**src/rtl/sid_bus_master.sv**
```systemverilog
// Command-queued register bus master for a SID: buffers read/write commands,
// paces each one by a delay counted in clkEn ticks, then issues a one-cycle access.
module sid_bus_master #(
  parameter int DEPTH   = 8,
  parameter int DELAY_W = 16
) (
  input  logic               clk,
  input  logic               iRstN,
  input  logic               clkEn,
  input  logic               iValid,
  output logic               oReady,
  input  logic               iRead,
  input  logic [DELAY_W-1:0] iDelay,
  input  logic [4:0]         iAddr,
  input  logic [7:0]         iData,
  input  logic               iFlush,
  output logic               oWE,
  output logic [4:0]         oAddr,
  output logic [7:0]         oDataW,
  input  logic [7:0]         iDataR,
  output logic               oRdValid,
  output logic [7:0]         oRdData,
  output logic               oBusy
);

  localparam int AW = $clog2(DEPTH);
  localparam int EW = 1 + DELAY_W + 5 + 8;
  localparam logic [AW:0] C_FULL = (AW+1)'(DEPTH);

  typedef enum logic [1:0] {
    S_IDLE  = 2'd0,
    S_WAIT  = 2'd1,
    S_ISSUE = 2'd2
  } state_t;

  state_t               r_state;
  state_t               w_state_nxt;
  logic [EW-1:0]        r_mem [DEPTH];
  logic [AW-1:0]        r_wr_ptr;
  logic [AW-1:0]        r_rd_ptr;
  logic [AW:0]          r_count;
  logic                 r_cmd_read;
  logic [4:0]           r_cmd_addr;
  logic [7:0]           r_cmd_data;
  logic [DELAY_W-1:0]   r_cnt;
  logic                 r_we;
  logic [4:0]           r_addr;
  logic [7:0]           r_data_w;
  logic                 r_rd_valid;
  logic [7:0]           r_rd_data;

  logic                 w_push;
  logic                 w_pop;
  logic                 w_issue;
  logic                 w_cnt_dec;
  logic [EW-1:0]        w_head;

  // Ready comes from the registered count only, so a pop in the same cycle never widens it.
  assign oReady   = (r_count != C_FULL);
  assign w_push   = iValid && oReady && !iFlush;
  assign w_head   = r_mem[r_rd_ptr];

  assign oWE      = r_we;
  assign oAddr    = r_addr;
  assign oDataW   = r_data_w;
  assign oRdValid = r_rd_valid;
  assign oRdData  = r_rd_data;
  assign oBusy    = (r_count != '0) || (r_state != S_IDLE) || r_rd_valid;

  // Next-state and control decode for the IDLE/WAIT/ISSUE sequencer.
  always_comb begin
    w_state_nxt = r_state;
    w_pop       = 1'b0;
    w_issue     = 1'b0;
    w_cnt_dec   = 1'b0;
    if (iFlush) begin
      w_state_nxt = S_IDLE;
    end else begin
      case (r_state)
        S_IDLE: begin
          if (r_count != '0) begin
            w_pop       = 1'b1;
            w_state_nxt = S_WAIT;
          end else begin
            w_state_nxt = S_IDLE;
          end
        end
        S_WAIT: begin
          if (clkEn) begin
            if (r_cnt != '0) begin
              w_cnt_dec = 1'b1;
            end else begin
              w_issue     = 1'b1;
              w_state_nxt = S_ISSUE;
            end
          end else begin
            w_state_nxt = S_WAIT;
          end
        end
        S_ISSUE: w_state_nxt = S_IDLE;
        default: w_state_nxt = S_IDLE;
      endcase
    end
  end

  // Sequencer state register.
  always_ff @(posedge clk or negedge iRstN) begin
    if (!iRstN) begin
      r_state <= S_IDLE;
    end else begin
      r_state <= w_state_nxt;
    end
  end

  // FIFO storage; contents need no reset since the pointers qualify them.
  always_ff @(posedge clk) begin
    if (w_push) begin
      r_mem[r_wr_ptr] <= {iRead, iDelay, iAddr, iData};
    end
  end

  // FIFO pointers and occupancy.
  always_ff @(posedge clk or negedge iRstN) begin
    if (!iRstN) begin
      r_wr_ptr <= '0;
      r_rd_ptr <= '0;
      r_count  <= '0;
    end else if (iFlush) begin
      r_wr_ptr <= '0;
      r_rd_ptr <= '0;
      r_count  <= '0;
    end else begin
      if (w_push) r_wr_ptr <= r_wr_ptr + AW'(1);
      if (w_pop)  r_rd_ptr <= r_rd_ptr + AW'(1);
      case ({w_push, w_pop})
        2'b10:   r_count <= r_count + (AW+1)'(1);
        2'b01:   r_count <= r_count - (AW+1)'(1);
        default: r_count <= r_count;
      endcase
    end
  end

  // Working copy of the command in flight and its delay counter.
  always_ff @(posedge clk or negedge iRstN) begin
    if (!iRstN) begin
      r_cmd_read <= 1'b0;
      r_cmd_addr <= 5'd0;
      r_cmd_data <= 8'd0;
      r_cnt      <= '0;
    end else if (iFlush) begin
      r_cnt <= '0;
    end else if (w_pop) begin
      {r_cmd_read, r_cnt, r_cmd_addr, r_cmd_data} <= w_head;
    end else if (w_cnt_dec) begin
      r_cnt <= r_cnt - DELAY_W'(1);
    end
  end

  // Bus outputs are loaded on entry to ISSUE so they are registered for exactly that cycle;
  // a flush during ISSUE leaves the access already under way untouched.
  always_ff @(posedge clk or negedge iRstN) begin
    if (!iRstN) begin
      r_we       <= 1'b0;
      r_addr     <= 5'd0;
      r_data_w   <= 8'd0;
      r_rd_valid <= 1'b0;
      r_rd_data  <= 8'd0;
    end else begin
      r_we <= w_issue && !r_cmd_read;
      if (w_issue) r_addr <= r_cmd_addr;
      if (w_issue && !r_cmd_read) r_data_w <= r_cmd_data;
      r_rd_valid <= (r_state == S_ISSUE) && r_cmd_read;
      if ((r_state == S_ISSUE) && r_cmd_read) r_rd_data <= iDataR;
    end
  end

endmodule
```
**config.mk**
```make
export PLATFORM = sky130hd
export DESIGN_NAME = sid_bus_master
export DESIGN_NICKNAME = d
export VERILOG_FILES = /design/src/rtl/sid_bus_master.sv
export SDC_FILE = /design/constraint.sdc
export NUM_CORES = 1
export LEC_CHECK = 0
export ABC_CLOCK_PERIOD_IN_PS = 9700
export CAP_MARGIN = 10
export CORE_MARGIN = 5
export CORE_UTILIZATION = 45
export CTS_CLUSTER_SIZE = 14
export DETAILED_ROUTE_END_ITERATION = 16
export PLACE_DENSITY_LB_ADDON = 0.2
export SLEW_MARGIN = 0
export SYNTH_ARGS = -nofsm -noshare
export SYNTH_HDL_FRONTEND = slang
export SYNTH_SLANG_ARGS = --single-unit
```
**constraint.sdc**
```tcl
create_clock -name clk -period 9.7 [get_ports clk]
set_input_delay 2.425 -clock clk [delete_from_list [all_inputs] [get_ports clk]]
set_output_delay 2.425 -clock clk [all_outputs]
set_load 0.01 [all_outputs]
```
Yosys cells after proc, flatten, opt, wreduce, memory -nomap -nowiden
Memory sizes are Yosys's and may differ from the RTL's.
Cells that the tools add are included.

storage, ports and cells
  flip-flop bits (word level) = 65
  input port bits = 43
  logic and storage cells = 70
  bits in writable memories = 240
  memories = 1
  output and inout port bits = 25

cells by class
  equal/unequal tests = 6
  reduce and logical (&&, ||, !) cells = 17
  mux-type cells = 27
  bitwise logic cells = 1
  $add $sub $neg = 5

memory list
  name   words  bits a word  read ports  clocked after memory_dff  wr ports  line  text
  r_mem  8      30           1           0                         1         38    logic [EW-1:0] r_mem [DEPTH];

operator list
  cell                                                number
  2-to-1 mux 16 bit                                   3
  nonzero test 16 bit                                 1
  subtractor 16 x 1 -> 16 bit, second input constant  1
  2-to-1 mux 1 bit                                    14
  2-to-1 mux 3 bit                                    4
  inequality test 4 bit, second input constant        2
  case mux 4 bit (2 select lines)                     1
  adder 3 x 1 -> 3 bit, second input constant         2
  2-to-1 mux 2 bit                                    3
  nonzero test 2 bit                                  3
  nonzero test 3 bit                                  2
  adder 4 x 1 -> 4 bit, second input constant         1
  == test 2 x 1 -> 1 bit, second input constant       2
  == test 2 bit, second input constant                2
  logical AND 1 bit                                   4
  2-to-1 mux 4 bit                                    1
  case mux 2 bit (2 select lines)                     1
  nonzero test 4 bit                                  1
  subtractor 4 x 1 -> 4 bit, second input constant    1
  zero test 1 bit                                     2
  zero test 2 bit                                     1
  logical OR 1 bit                                    2
  AND reduction 2 bit                                 1
  NOT 1 bit                                           1

Depth between registers and ports, before layout
Gate-level depths: netlist (run 1).

  depth in word-level cells = 8
  gate-level depth with buffers = 10

Worst setup path before layout (run 1)
No wires, ideal clock.

  path type = input-to-reg
  from = input iValid
  to = memory r_mem[0][0] (netlist name) (enable)
  library setup time = 0.455 ns
  buffers on the path = 1
  data required time = 9.245 ns
  arrival = 5.270 ns
  stages = 4
  path slack = 3.975 ns
  cells stage by stage = clkbuf_1 -> nand2_2 -> or3_1 -> nor3_1

on the way
  word-level cells in the longest chain between the ends = 4

RTL lines
  element                                 line  text
  start: declaration                      10    input logic iValid,
  logical AND 1 bit (2 in a row)          60    assign w_push = iValid && oReady && !iFlush;
  2-to-1 mux 1 bit                        117   if (w_push) begin
  2-to-1 mux 1 bit (implied by the code)  118   r_mem[r_wr_ptr] <= {iRead, iDelay, iAddr, iData};
  end: declaration                        38

No other way between the ends.

Worst setup path after layout (run 1)
  from = register r_count[1]
  to = output oBusy

on the way
  word-level cells in the longest chain between the ends = 3

RTL lines
  element                        line  text
  start: declaration             41    logic [AW:0] r_count;
  start signal: assignment       136   2'b10: r_count <= r_count + (AW+1)'(1);
  start signal: assignment       137   2'b01: r_count <= r_count - (AW+1)'(1);
  start signal: assignment       138   default: r_count <= r_count;
  nonzero test 4 bit             68    assign oBusy = (r_count != '0) || (r_state != S_IDLE) || r_rd_valid;
  logical OR 1 bit (2 in a row)  68
  end: declaration               23    output logic oBusy

No other way between the ends.

==> impl_metrics.ini, run 1 <==
[cells_and_area]
seqCellArea_um2 = 8838
drive_gt1_frac = 0.1966
layout.nets = 786
stdcell_area_um2 = 14040
antennaDiodeCount = 0
instances_no_fill = 1093
areaGrowthSynthToFinish_pct = 17.09
fill_cells = 2008
mostFrequentLayoutCell = edfxtp_1
multiInputGateArea_um2 = 3050
mostFrequentLayoutCells = 240 x edfxtp_1, 66 x clkdlybuf4s50_1, 63 x dfrtp_1

[critical_path]
timing.rr.start = r_count[1]
path_buf_inv = 1
slowest_delay_ns = 0.61
path_depth = 3
critPathTopFamily = simple AND/OR/NAND/NOR gates
end_kind = output port
rr_worst_depth = 8
critPathLaunchType = flop
crit_chain = or4_1, or3_1, clkdlybuf4s50_1
critPathSlowestCell = or4_1
crit_fanout = 9
crit_arrival_ns = 2.49
endpoint = oBusy
crit_path_start = r_count[1]
r2r_slack_ns = 6.62
critPathRequiredTime_ns = 7.28
r2r-end = r_count[3]
worstSetupPathType = flop to output port

[synthesis]
synth-main-ff-cell = edfxtp_1
syn-num-nets = 706
synthAdderAreaFrac = 0.006260
synth_edf_count = 240
syn_inst = 657
yosysSeqAreaShare = 0.7366
synth_top_family_by_area = multiplexers
synth.area.mux_share = 0.1450
syn_area_um2 = 11990
yosysWarnings = 0
synth-simple-area-share = 0.05561
ys_ff_latch = 305
synth_largest_area_cell = edfxtp_1
synth_area_leaders = edfxtp_1 60%, dfrtp_1 14%, mux4_2 11%
synth_top_area_frac = 0.6009
synthXorXnorAreaFrac = 0.008033
synthArstFlopShare = 0.2131
synth_compound_area_frac = 0.03610
synth.distinct_cells = 56
avgSynthCellArea_um2 = 18.25

[clocking]
root_buffer = clkbuf_16
clock_latency_ns = 0.55
cts_buffers = 30
ctsResizeCount = 0
tritoncts = done
hold_buffers = 0
postCtsSetupBuffers = 0
clkTransAtPathRegs_ns = 0.06
cts_max_path_buffers = 3
htree_levels = 1
cts_sinks = 305

[place]
routabilityCongestion = 0.7986
portBuffers = 67
dp_slack_ns = 4.367
dpl_cell_area_um2 = 13090
hpwl_um = 13760
dp.cells = 1040

[timing]
rsz0062_at_grt = no
slew_headroom = 0.3363
final.setup.tns_ns = 0
maxSlewViolCount = 0
post-route-period-util = 0.5068
hold_viol = 0
max_freq_mhz = 203.4
fin_skew_ns = 0.01847
setup-violations-final = 0
fin_ws_ns = 4.784
fin_crit_ns = 4.916
worst_pin_slew_ns = 0.9955

[run_status]
outcome = finished clean

[detailed_routing]
postRouteAntennaNets = 0
vias = 6118
via_per_inst = 5.597
dr.first_iter.drc_count = 464
wl_per_cell_um = 21.47
wirelength_um = 23460
drc = 0
first_pass_iters = 5

[global_route]
antenna_found_initial = 2
grt_pass1_vias = 6524
overflow = 0
grt_pass1_wl_um = 37630
grtUsageTotal = 0.1589
grt_max_degree = 66

[floorplan]
ios = 68
num_rows = 59
coreArea_um2 = 26130
die_area_um2 = 30020
die_h_um = 173.3
initial_utilization = 0.4589
die_w_um = 173.3

[power]
power_density_nw_per_um2 = 257.4
p_leak_uw = 0.004726
ir_drop_v = 0.0001103
total_power_uw = 3614

[flow_run]
maxCapViolCount = 0

[hold_path]
hp-class = flop to flop
hold_start = oRdData[2]
## where the power goes
part | internal, uW | switching (uW)
Clock | 659 | 453
Sequential | 1540 | 111
Combinational | 397 | 449
Total | 2600 | 1010
## kinds of logic after synthesis
family	Yosys count
flops	305
simple gates	137
mux	98
compound gates	64
buf+inv	36
xor+xnor	11
fa+ha+maj	6
## layout make-up
class,instances,share of cell area
Sequential cell,305,0.6294
Multi-Input combinational cell,316,0.2172
Clock buffer,37,0.05685
Timing Repair Buffer,80,0.05435
Tap cell,335,0.02985
Clock inverter,16,0.01123
Inverter,4,0.001069
## stage by stage
| stage | hold WS, ns | utilization |
|---|---|---|
| final | 0.4736 | 0.5373 |
| after global routing | 0.4982 | 0.5373 |
| after CTS | 0.4704 | 0.5373 |
| after detailed placement | 0.4575 | 0.5008 |
| after global placement | 0.4578 | 0.5008 |
| after floorplan | 0.4255 | - |
## per-layer routing
layer	GRT usage	share of wire	vias up
met5	0	0.00055	-
met4	0.05387	0.024	2
met3	0.03162	0.055	38
met2	0.2571	0.49	169
met1	0.2187	0.43	3130
li1	-	-	2779
## cells in the mapped netlist (4+ instances only)
| cell | count |
|---|---|
| mux2i_1 | 23 |
| nand3_1 | 7 |
| xor2_1 | 6 |
| buf_2 | 5 |
| a22oi_1 | 4 |
| or3_1 | 4 |
| nand2_1 | 52 |
| a21oi_1 | 4 |
| edfxtp_1 | 240 |
| clkbuf_1 | 21 |
| nand2b_1 | 4 |
| mux4_2 | 59 |
| mux2_2 | 16 |
| o211ai_1 | 6 |
| ha_1 | 6 |
| buf_1 | 5 |
| nor2_1 | 31 |
| o21ai_0 | 21 |
| dfrtp_1 | 65 |
| xnor2_1 | 5 |
| a31oi_1 | 6 |
| or4_1 | 5 |
| nor3_1 | 11 |
## state kept, by name, summed over array words and instances (netlist names)
name	count
r_mem	240
r_cnt	16
oDataW	8
oRdData	8
r_cmd_data	8
oAddr	5
r_cmd_addr	5
r_count	4
r_rd_ptr	3
r_wr_ptr	3
r_state	2
oRdValid	1
oWE	1
r_cmd_read	1
## worst register-to-register path, cell delays in order, from the launching register on
cell	delay, ns
dfrtp_1	0.47
or4_1	0.61
nand2_1	0.73
a21oi_1	0.16
ha_1	0.40
o21ai_0	0.10
and4b_1	0.22
o21ai_0	0.15
o31ai_1	0.09
## worst min-delay path by stage
| stage | endpoint | slack (ns) | cells past startpoint |
|---|---|---|---|
| after floorplan | r_state[1] | 0.43 | 1 |
| after global placement | oRdData[0] | 0.46 | 2 |
| after detailed placement | r_state[1] | 0.46 | 1 |
| after CTS | r_state[1] | 0.47 | 1 |
| after global routing | r_state[1] | 0.50 | 1 |
| final | oRdData[2] | 0.47 | 2 |
Power figures use the tool's default switching activity.
==> run 2: changes to the inputs <==
- ABC_CLOCK_PERIOD_IN_PS: 9700 -> 4200
- clock period: 9.7 -> 4.2 ns (I/O delays scaled with it)
==> run 2 against run 1 <==
Net effect: critical path depth unchanged; cell count up 0.55%; global-route usage about the same; routed wire length up 1.2%; utilization up 0.25 points; sequential power up 130%; critical endpoint unchanged.
==> impl_metrics.ini, run 2 (same netlist as run 1, synthesis figures left out) <==
[run_status]
outcome = finished clean

[clocking]
hold_buffers = 0
cts_sinks = 305
ctsResizeCount = 0
postCtsSetupBuffers = 0
tritoncts = done
root_buffer = clkbuf_16
clock_latency_ns = 0.55
cts_max_path_buffers = 3
htree_levels = 1
clkTransAtPathRegs_ns = 0.06
cts_buffers = 30

[place]
dp.cells = 1043
routabilityCongestion = 0.8350
hpwl_um = 14360
portBuffers = 67
dpl_cell_area_um2 = 13140

[timing]
slew_headroom = 0.3054
worst_pin_slew_ns = 1.042
hold_viol = 0
post-route-period-util = 0.8476
maxSlewViolCount = 0
fin_crit_ns = 3.560
final.setup.tns_ns = 0
max_freq_mhz = 280.9
setup-violations-final = 0
fin_skew_ns = 0.01499
rsz0062_at_grt = no

[global_route]
grt_pass1_wl_um = 37540
grt_max_degree = 48
grtUsageTotal = 0.1589
antenna_found_initial = 0
overflow = 0
grt_pass1_vias = 6494

[floorplan]
die_w_um = 173.3
die_area_um2 = 30020
ios = 68
num_rows = 59
initial_utilization = 0.4589
coreArea_um2 = 26130
die_h_um = 173.3

[power]
ir_drop_v = 0.0003055
combPwrFrac = 0.232
power_density_nw_per_um2 = 593.8
intPower_uw = 6026
seqPwrFrac = 0.461
p_leak_uw = 0.004750
p_clk_frac = 0.308
p_sw_uw = 2351
netSwitchingFraction = 0.2807

[cells_and_area]
seqCellArea_um2 = 8838
mostFrequentLayoutCell = edfxtp_1
regMostFlops = r_mem
largestRegisters = r_mem x240, r_cnt x16
largest_reg_flops = 240
antennaDiodeCount = 0
instances_no_fill = 1099
stdcell_area_um2 = 14110
multiInputGateArea_um2 = 3072
areaGrowthSynthToFinish_pct = 17.63
mostFrequentLayoutCells = 240 x edfxtp_1, 66 x clkdlybuf4s50_1, 63 x dfrtp_1
layout.nets = 789
drive_gt1_frac = 0.1990
fill_cells = 2101

[critical_path]
critPathSlowestCell = or4_1
critPathRequiredTime_ns = 3.15
end_kind = output port
crit_arrival_ns = 2.51
worstSetupPathType = flop to output port
slowest_delay_ns = 0.63
crit_fanout = 9
critPathLaunchType = flop
crit_chain = or4_1, or3_1, clkdlybuf4s50_1

[detailed_routing]
via_per_inst = 5.598
dr.first_iter.drc_count = 519
postRouteAntennaNets = 0
drc = 0
vias = 6152
wirelength_um = 23730
first_pass_iters = 6
wl_per_cell_um = 21.60

[hold_path]
hp-class = flop to flop

[flow_run]
maxCapViolCount = 0
[run 2: cell count changes in the layout (fill, tap and decap cells not counted), sizes merged]
cell	previous run	this run
buf	14	17
clkinv	12	6
clkinvlp	2	0
inv	3	5
bufinv	3	2
clkbuf	37	47
[run 2: metrics by stage]
stage | setup slack, ns | hold slack [ns] | util | total power (uW)
6_report | 0.6400 | 0.4786 | 0.5398 | 8377
5_1_grt | 0.5597 | 0.5068 | 0.5398 | 8824
4_1_cts | 0.6292 | 0.4848 | 0.5398 | 8476
3_5_place_dp | 0.7575 | 0.4686 | 0.5029 | 5880
3_3_place_gp | 0.8251 | 0.4561 | 0.5029 | 5815
2_1_floorplan | 0.03514 | 0.4255 | - | 5219
[run 2: metal layers]
| layer | up-vias | track usage | wire length [um] |
|---|---|---|---|
| met5 | - | 0 | 0 |
| met4 | 0 | 0.04922 | 670 |
| li1 | 2797 | - | - |
| met1 | 3130 | 0.2220 | 10180 |
| met2 | 179 | 0.2553 | 11360 |
| met3 | 46 | 0.03228 | 1532 |
[run 2: area by class of cell]
cell class,count,share of cell area
flip-flops and latches,305,0.6265
repair buffers,83,0.05659
clock buffers,47,0.06084
multi-input cells,316,0.2177
inverters,4,0.001064
well taps,335,0.02971
clock inverters,9,0.007539
[run 2: worst paths after layout]
path                               start            end  slack [ns]  cells after the start
max                           r_count[1]          oBusy        0.64                      3
min                        r_cmd_addr[1]  r_cmd_addr[1]        0.48                      2
max reg2reg                     r_cnt[0]      oDataW[6]        1.47                      6
min reg2reg                r_cmd_addr[1]  r_cmd_addr[1]        0.48                      2
max in group asynchronous          iRstN    r_rd_ptr[0]        2.62                      2
min in group asynchronous          iRstN       oRdValid        0.68                      1
[run 2: power groups by stage]
stage,clock (uW),combinational [uW],sequential [uW]
after floorplan,0,1430,3790
after global placement,0,1910,3910
after detailed placement,0,1950,3930
after CTS,2650,1960,3870
after global routing,2780,2140,3910
final,2580,1940,3860
[run 2: critical path, delay by kind of cell (launching register included)]
kind	cells	cell delay, ns
AND/OR/NAND/NOR	2	1.02
buffers and inverters	1	0.48
flip-flops	1	0.47
==> run 3: changes to the inputs <==
- ABC_CLOCK_PERIOD_IN_PS: 4200 -> 3060
- clock period: 4.2 -> 3.06 ns (I/O delays scaled with it)
==> run 3 against run 2 <==
Net effect: routed wire length grew 1.2%; utilization up 1.1 points; sequential share of layout area fell by 1.2 points; via count increased by 1.8%; clock skew rose by 0.0015 ns; largest power group unchanged.
==> impl_metrics.ini, run 3 (same netlist as run 1, synthesis figures left out) <==
[run_status]
outcome = finished clean

[cells_and_area]
stdcell_area_um2 = 14390
antennaDiodeCount = 0
fill_cells = 2037
regMostFlops = r_mem
areaGrowthSynthToFinish_pct = 20.01
layout.nets = 807
largestRegisters = r_mem x240, r_cnt x16
mostFrequentLayoutCells = 240 x edfxtp_1, 65 x clkdlybuf4s50_1, 62 x dfrtp_1
largest_reg_flops = 240
mostFrequentLayoutCell = edfxtp_1
drive_gt1_frac = 0.2261

[clocking]
root_buffer = clkbuf_16
clock_latency_ns = 0.55
hold_buffers = 0
tritoncts = done
cts_sinks = 305
clkTransAtPathRegs_ns = 0.06
htree_levels = 1
cts_max_path_buffers = 3
cts_buffers = 31

[critical_path]
r2r-end = oDataW[5]
rr_worst_depth = 6
crit_chain = or4_4, or3_1, dlygate4sd2_1
worstSetupPathType = flop to output port
critPathRequiredTime_ns = 2.29
path_buf_inv = 1
critPathTopFamily = simple AND/OR/NAND/NOR gates
critPathLaunchType = flop
slowest_delay_ns = 0.58
timing.rr.start = r_cnt[0]
critPathSlowestCell = or4_4
crit_fanout = 6
crit_arrival_ns = 2.21
end_kind = output port
r2r_slack_ns = 0.30

[detailed_routing]
first_pass_iters = 4
wl_per_cell_um = 21.49
vias = 6260
wirelength_um = 24020
dr.first_iter.drc_count = 519
drc = 0
via_per_inst = 5.599
postRouteAntennaNets = 0

[power]
netSwitchingFraction = 0.2838
ir_drop_v = 0.0004309
p_leak_uw = 0.004886
intPower_uw = 8400
power_density_nw_per_um2 = 814.9
seqPwrFrac = 0.448
p_clk_frac = 0.311
p_sw_uw = 3329
combPwrFrac = 0.241

[timing]
hold_viol = 0
fin_skew_ns = 0.01647
final.setup.tns_ns = 0
fin_crit_ns = 2.979
maxSlewViolCount = 0
post-route-period-util = 0.9735
slew_headroom = 0.3936
max_freq_mhz = 335.7
worst_pin_slew_ns = 0.9096
setup-violations-final = 0
rsz0062_at_grt = no

[place]
portBuffers = 67
dpl_cell_area_um2 = 13380
hpwl_um = 15500
routabilityCongestion = 0.9023

[floorplan]
die_h_um = 173.3
initial_utilization = 0.4589
die_area_um2 = 30020
die_w_um = 173.3
num_rows = 59
ios = 68
coreArea_um2 = 26130

[hold_path]
hp-class = input pin to asynchronous set/reset pin

[global_route]
grt_pass1_wl_um = 38330
antenna_found_initial = 0
grt_pass1_vias = 6627
grtUsageTotal = 0.1614
overflow = 0
grt_max_degree = 66

[flow_run]
maxCapViolCount = 0
[run 3: how the worst max path moves through the flow]
stage,slack [ns],start,endpoint,cells past startpoint
2_1_floorplan,-0.20,iValid,r_mem[2][0],4
3_3_place_gp,0.22,iFlush,r_mem[0][5],5
3_5_place_dp,0.14,iFlush,r_count[3],9
4_1_cts,0.05,r_count[3],oBusy,3
5_1_grt,0.004,r_count[3],oBusy,3
6_report,0.08,r_count[3],oBusy,3
[run 3: final cells by class]
class                   instances  area (um^2)  share of cell area
clock buffers                  46        917.1             0.06372
clock inverters                12        91.34            0.006346
inverters                       4        15.01            0.001043
multi-input cells             316         3085              0.2144
flip-flops and latches        305         8840              0.6142
well taps                     335        419.2             0.02912
repair buffers                100         1025             0.07120
[run 3: routing by layer]
metal  wire (um)  GRT usage
met1       10910     0.2287
met2       11400     0.2642
met3        1173    0.02726
met4         537    0.04090
met5           0          0
[run 3: per-stage QoR]
step           total power [uW]  instances  hold slack, ns  setup WS, ns    util
3_5_place_dp               8160       1060          0.4619        0.1387  0.5119
3_3_place_gp               8085       1060          0.4585        0.2168  0.5119
5_1_grt                   12350       1118          0.2392      0.004057  0.5508
4_1_cts                   11860       1118          0.2099       0.04887  0.5508
2_1_floorplan              7164        657          0.4255       -0.2019       -
6_report                  11730       1118          0.2211       0.08095  0.5508
[run 3: power by group through the flow]
stage / sequential [uW] / clock (uW) / combinational (uW)
after global placement: 5310 / 0 / 2770
after global routing: 5310 / 3940 / 3100
after floorplan: 5200 / 0 / 1960
after CTS: 5260 / 3760 / 2840
final: 5250 / 3650 / 2830
after detailed placement: 5330 / 0 / 2830
[run 3: repair_timing]
action                                  4_1_cts  5_1_grt
gates resized for setup                       4        0
endpoints found under the setup margin        2        0
buffers inserted                              0        0
